$ cat src/rtl/muldiv_sequencer.sv
// Iterative RV32M multiply/divide beside the execute-stage ALU.
// 32-step shift-add multiply and restoring divide; stalls the pipe through Busy.
//
// state | meaning
// IDLE  | no operation; accepts StartE
// CALC  | iterating, step counter 0..31
// FIN   | Result valid, Done pulses
module muldiv_sequencer #(
    parameter int WIDTH = 32
) (
    input  logic             clk,
    input  logic             rst,
    input  logic             StartE,
    input  logic [2:0]       FunctE,
    input  logic [WIDTH-1:0] SrcAE,
    input  logic [WIDTH-1:0] SrcBE,
    input  logic             FlushE,
    output logic             Busy,
    output logic             Done,
    output logic [WIDTH-1:0] Result
);

    typedef enum logic [1:0] {IDLE, CALC, FIN} state_t;

    state_t             state, state_n;
    logic [5:0]         cnt;
    logic [2:0]         funct_q;
    logic               sign_q;
    logic [2*WIDTH-1:0] acc;
    logic [WIDTH-1:0]   opnd;

    logic               is_mul, a_signed, b_signed, a_neg, b_neg, res_sign;
    logic [WIDTH-1:0]   a_mag, b_mag, special_res;
    logic               div_zero, div_ovf, special, accept;

    logic [WIDTH:0]     add_sum, shifted, diff;
    logic [2*WIDTH-1:0] mul_nxt, div_nxt, acc_nxt, mag, signed_res;
    logic [WIDTH-1:0]   final_res;

    // Operand conditioning at acceptance
    always_comb begin
        is_mul   = ~FunctE[2];
        a_signed = is_mul ? (FunctE[1:0] != 2'b11) : ~FunctE[0];
        b_signed = is_mul ? ~FunctE[1] : ~FunctE[0];
        a_neg    = a_signed & SrcAE[WIDTH-1];
        b_neg    = b_signed & SrcBE[WIDTH-1];
        a_mag    = a_neg ? -SrcAE : SrcAE;
        b_mag    = b_neg ? -SrcBE : SrcBE;
        // Remainder follows the dividend; products and quotients use the XOR
        res_sign = (~is_mul & FunctE[1]) ? a_neg : (a_neg ^ b_neg);
        div_zero = ~is_mul & (SrcBE == '0);
        div_ovf  = ~is_mul & ~FunctE[0] & (SrcAE == {1'b1, {(WIDTH-1){1'b0}}}) & (SrcBE == '1);
        special  = div_zero | div_ovf;
        if (div_zero)
            special_res = FunctE[1] ? SrcAE : '1;
        else
            special_res = FunctE[1] ? '0 : SrcAE;
        accept   = (state == IDLE) & StartE & ~FlushE;
    end

    // One iteration; multiplier/dividend lives in the low half of acc, opnd is
    // the multiplicand/divisor, the high half is accumulator/remainder.
    always_comb begin
        add_sum = {1'b0, acc[2*WIDTH-1:WIDTH]} + {1'b0, opnd};
        mul_nxt = acc[0] ? {add_sum, acc[WIDTH-1:1]} : {1'b0, acc[2*WIDTH-1:1]};
        shifted = acc[2*WIDTH-1:WIDTH-1];
        diff    = shifted - {1'b0, opnd};
        div_nxt = diff[WIDTH] ? {shifted[WIDTH-1:0], acc[WIDTH-2:0], 1'b0}
                              : {diff[WIDTH-1:0], acc[WIDTH-2:0], 1'b1};
        acc_nxt = funct_q[2] ? div_nxt : mul_nxt;

        if (!funct_q[2])
            mag = acc_nxt;
        else if (funct_q[1])
            mag = {{WIDTH{1'b0}}, acc_nxt[2*WIDTH-1:WIDTH]};
        else
            mag = {{WIDTH{1'b0}}, acc_nxt[WIDTH-1:0]};
        signed_res = sign_q ? -mag : mag;
        final_res  = (~funct_q[2] & (funct_q[1:0] != 2'b00)) ? signed_res[2*WIDTH-1:WIDTH]
                                                             : signed_res[WIDTH-1:0];
    end

    always_comb begin
        state_n = state;
        case (state)
            IDLE: if (accept) state_n = special ? FIN : CALC;
            CALC: if (cnt == 6'd31) state_n = FIN;
            FIN:  state_n = IDLE;
            default: state_n = IDLE;
        endcase
        if (FlushE)
            state_n = IDLE;
        Busy = (accept | (state == CALC)) & ~rst;
        Done = (state == FIN);
    end

    always_ff @(posedge clk) begin
        if (rst) begin
            state   <= IDLE;
            cnt     <= 6'd0;
            funct_q <= 3'd0;
            sign_q  <= 1'b0;
            acc     <= '0;
            opnd    <= '0;
            Result  <= '0;
        end else begin
            state <= state_n;
            cnt   <= ((state == CALC) && !FlushE) ? cnt + 6'd1 : 6'd0;
            if (accept) begin
                funct_q <= FunctE;
                sign_q  <= res_sign;
                acc     <= {{WIDTH{1'b0}}, a_mag};
                opnd    <= b_mag;
                if (special)
                    Result <= special_res;
            end
            if (state == CALC) begin
                acc <= acc_nxt;
                if ((cnt == 6'd31) && !FlushE)
                    Result <= final_res;
            end
        end
    end

endmodule

$ cat config.mk
export PLATFORM = sky130hd
export DESIGN_NAME = muldiv_sequencer
export DESIGN_NICKNAME = d
export VERILOG_FILES = /design/src/rtl/muldiv_sequencer.sv
export SDC_FILE = /design/constraint.sdc
export NUM_CORES = 1
export LEC_CHECK = 0
export BUFFER_PORTS_ARGS = -buffer_cell sky130_fd_sc_hd__buf_2
export CAP_MARGIN = 20
export CORE_AREA = 2 2 251 228
export DETAILED_ROUTE_END_ITERATION = 16
export DIE_AREA = 0 0 253 230
export GPL_TIMING_DRIVEN = 0
export PLACE_DENSITY_LB_ADDON = 0.25
export RECOVER_POWER = 25
export SLEW_MARGIN = 30
export SYNTH_ARGS = -nofsm -noshare
export SYNTH_HDL_FRONTEND = slang
export SYNTH_SLANG_ARGS = --single-unit
$ cat constraint.sdc
create_clock -name clk -period 4.15 [get_ports clk]
set_input_delay 0.415 -clock clk [delete_from_list [all_inputs] [get_ports clk]]
set_output_delay 0.415 -clock clk [all_outputs]
set_load 0.005 [all_outputs]
==> key figures <==
Final layout
  – Syn-to-layout area delta: 31.6%
  – Sequential cell area: 2980 sq um
  – Fillers: 5845
  – Final core utilization: 39.4%
  – Final Cell Area: 21800 sq um
  – Layout cells sized above 1: 25.8%
  – Multi-input logic area: 14500 sq um
  – Fin nets: 2775

Worst setup path
  – Worst Path Buf+Inv: 5
  – Critical path's top delay family: compound AO/OA/AOI/OAI gates
  – Crit Path Category: flop to flop
  – R2R Path Start: acc[42]
  – CP arrival: 5000 ps
  – Slowest-stage cell, CP: dfxtp_4
  – Worst setup EP type: flop
  – Worst r2r path cells: 21
  – Critical-path maximum fanout: 10
  – Worst Setup Start Kind: flop
  – Worst path max stage delay: 460 ps
  – Worst setup path endpoint: Result[8]
  – Crit path required time: 4480 ps
  – Worst R2R Setup Slack: -520 ps
  – Crit path cell chain: ha_1 -> buf_6 -> a21oi_4 -> o21ai_4 -> a32oi_4 -> a211o_4 -> nand3_4 -> nand2_2 -> buf_8 -> buf_12 -> clkbuf_16 -> a21oi_2 -> o21ai_2 -> ha_4 -> o311ai_4 -> a211oi_4 -> buf_6 -> nand3_4 -> or3_4 -> o21ai_4 -> a21oi_2
  – CP Launch Point: acc[42]
  – Reg2reg end: Result[8]
  – CP Depth: 21

Power and ir drop
  – Worst vdd ir: 0.308 mV
  – Sequential power share: 25.9%
  – Comb power frac: 45.8%
  – Int Pwr: 0.00320 W
  – Total Power: 0.00570 W
  – Psw: 0.00250 W
  – Power per cell area: 261 nW/um^2
  – Clock power share: 28.3%
  – Sw Ratio: 43.9%
  – LEAKAGE: 7.88 nW

Synth
  – Dominant cell type by area after synthesis: dfxtp_1
  – Yosys top cell area share: 16.9%
  – Top FF cell, synth: dfxtp_1
  – Yosys cell types: 108
  – Post-synthesis net count: 2517
  – Synth Warn #: 0
  – Avg Cell Area, Syn: 6.98 sq um
  – Flops & latches, synth: 140
  – Syn Std Cell Area: 16600 sq um
  – Post-synthesis sequential area ratio: 16.9%
  – Post-synth EDFFs: 0
  – Gate Count Post-Synth: 2375
  – Synth area leaders: dfxtp_1 (17%), a21oi_1 (6.9%), nor2_1 (6.0%)
  – Asr flop ratio synth: 0%

GRT
  – Vias in the first global route: 20057
  – Gr usage total: 34.9%
  – Gr ovfl total: 0
  – First-pass GRT wire length: 145000 um
  – Largest net degree at the start of global routing: 17
  – Antenna violations before repair: 7

Floorplan
  – Die boundary height: 230 um
  – FP Rows: 82
  – I/O Pins: 105
  – CORE AREA: 55400 sq um
  – Initial Util: 29.9%
  – Width of the chip: 253 um
  – Die area: 58200 sq um

Placement
  – HPWL after detailed placement: 81200 um
  – I/O Buffers: 102
  – Placed cell areas: 18200 sq um
  – Final GP Congestion: 1.02

Timing
  – Crit path time final: 4670 ps
  – Worst rel slew slack: 22.5%
  – Final worst slack: -520 ps
  – Setup repair after global routing missed its margin: true
  – Slew at the pin with the worst max-slew slack: 1160 ps
  – Max Fclk: 214 MHz
  – Count of final max-slew check failures: 0
  – Final Hold Fails: 0
  – Clk_skew: 12.4 ps
  – Final period util: 113%
  – Setup Viol. Count Final: 32

Route
  – DR iter-0 viols: 2900
  – Routed WL: 104000 um
  – Antenna viol nets, final: 0
  – Vias: 21610
  – DRC Markers: 0
  – First-pass iteration count of the detailed router: 8
  – Average routed wire per standard cell: 31.0 um
  – Via-per-instance ratio: 6.43

Outcome
  – Status: finished with violations
  – Failing checks: negative setup slack

Flow run
  – # Max-Cap Violations: 0

Clock tree
  – Hold buffers post-CTS: 0
  – Clk Tree Root Cell: clkbuf_16
  – CTS tree: yes
  – Clock slew at reported path FFs: 70 ps
  – CTS Buffer Depth: 2
  – Worst-Skew Late Latency: 490 ps
  – H-tree Lvls: 4
  – CTS Buf Count: 17
  – Clk sinks: 140

Worst hold path
  – Worst hold path class: primary input to flop
  – HP Start: SrcBE[0]
  – Worst hold path stage count: 3
-- through the flow --
| stage | setup slack, ps | cells | hold slack (ps) | setup TNS, ps |
|---|---|---|---|---|
| 2_1_floorplan | -130 | 2375 | 430 | -310 |
| 3_3_place_gp | -2990 | 3191 | 449 | -149610 |
| 3_5_place_dp | -2870 | 3198 | 452 | -143690 |
| 4_1_cts | -387 | 3341 | 184 | -8550 |
| 5_1_grt | -555 | 3361 | 217 | -14260 |
| 6_report | -520 | 3362 | 199 | -12670 |
-- final cells by class --
class | count | share of cell area [%]
antenna | 2 | 0.0230
clock inverter | 14 | 0.723
tap | 714 | 4.10
clock buffer | 18 | 2.01
inverter | 63 | 1.10
buffer | 164 | 4.09
sequential | 140 | 13.7
multi-input combinational | 1998 | 66.4
timing repair buffer | 249 | 7.94
-- registers in the layout, indices dropped and copies added, names as in the netlist --
| name | flops |
|---|---|
| opnd | 32 |
| acc | 64 |
| sign_q | 1 |
| state | 2 |
| cnt | 6 |
| Result | 32 |
| funct_q | 3 |
-- power groups by stage --
stage | registers, W | logic, W | clock network (W)
6_report | 0.00148 | 0.00261 | 0.00161
4_1_cts | 0.00147 | 0.00239 | 0.00162
3_5_place_dp | 0.00152 | 0.00194 | 0
5_1_grt | 0.00148 | 0.00271 | 0.00167
2_1_floorplan | 0.00146 | 0.00123 | 0
3_3_place_gp | 0.00152 | 0.00193 | 0
-- cell families after synthesis --
| logic type | Yosys count | share of synthesized area [%] |
|---|---|---|
| simple gates | 939 | 28.0 |
| compound gates | 815 | 33.9 |
| buf+inv | 237 | 5.95 |
| flops | 140 | 16.9 |
| xor+xnor | 113 | 5.97 |
| fa+ha+maj | 71 | 5.45 |
| mux | 60 | 3.74 |
-- synth_stat cells, drive strengths merged, types with 25 or more instances --
cell      n
mux2i    44
buf      55
a211oi   93
a221oi   27
ha       69
inv      61
a31oi    36
nor2    268
nand2   256
nand4    40
nor2b    25
a21oi   231
or3      37
o21ai   158
clkbuf  119
dfxtp   140
a21o     29
nor3     76
nand3    78
xnor2    58
xor2     55
-- routing by layer --
metal	vias to the layer above	track usage (%)	routed length (um)
met2	1360	50.5	42300
met1	10527	45.9	42500
met4	6	16.0	5690
met3	294	12.7	13700
li1	9423	-	-
met5	-	0	38
-- cells in the final DEF (no fill, tap or decap), types with 38 or more instances in the layout --
cell | Yosys | routed
dfxtp_4 | 0 | 41
buf_2 | 20 | 101
nor3_1 | 70 | 56
buf_4 | 5 | 142
ha_1 | 69 | 52
inv_1 | 61 | 58
xor2_1 | 55 | 45
a211oi_1 | 87 | 62
mux2i_1 | 44 | 38
clkbuf_1 | 119 | 113
nand2_1 | 255 | 247
xnor2_1 | 58 | 53
dfxtp_1 | 140 | 79
nand3_1 | 74 | 70
o21ai_0 | 142 | 128
nor2_1 | 267 | 259
a21oi_1 | 227 | 204
-- worst min-delay path by stage --
stage	slack (ps)	endpoint
2_1_floorplan	430	cnt[0]
3_3_place_gp	450	cnt[0]
3_5_place_dp	450	cnt[0]
4_1_cts	180	funct_q[0]
5_1_grt	220	funct_q[2]
6_report	200	opnd[0]
-- worst register-to-register path, cell delays in order (launching register included) --
cell       delay (ps)
dfxtp_4           460
ha_1              280
buf_6             150
a21oi_4           190
o21ai_4           100
a32oi_4           350
a211o_4           240
nand3_4           160
nand2_2           160
buf_8             160
buf_12            130
clkbuf_16         160
a21oi_2            60
o21ai_2           160
ha_4              220
o311ai_4          140
a211oi_4          220
buf_6             190
nand3_4           170
or3_4             440
o21ai_4           240
a21oi_2           110
-- repair_timing --
| item | in CTS | in global routing |
|---|---|---|
| gates cloned | 1 | 0 |
| setup buffers | 115 | 25 |
| endpoints found under the setup margin | 79 | 40 |
| pin swaps | 85 | 36 |
| resized for setup | 354 | 92 |
Note: power is estimated with default switching activity, not from simulation.
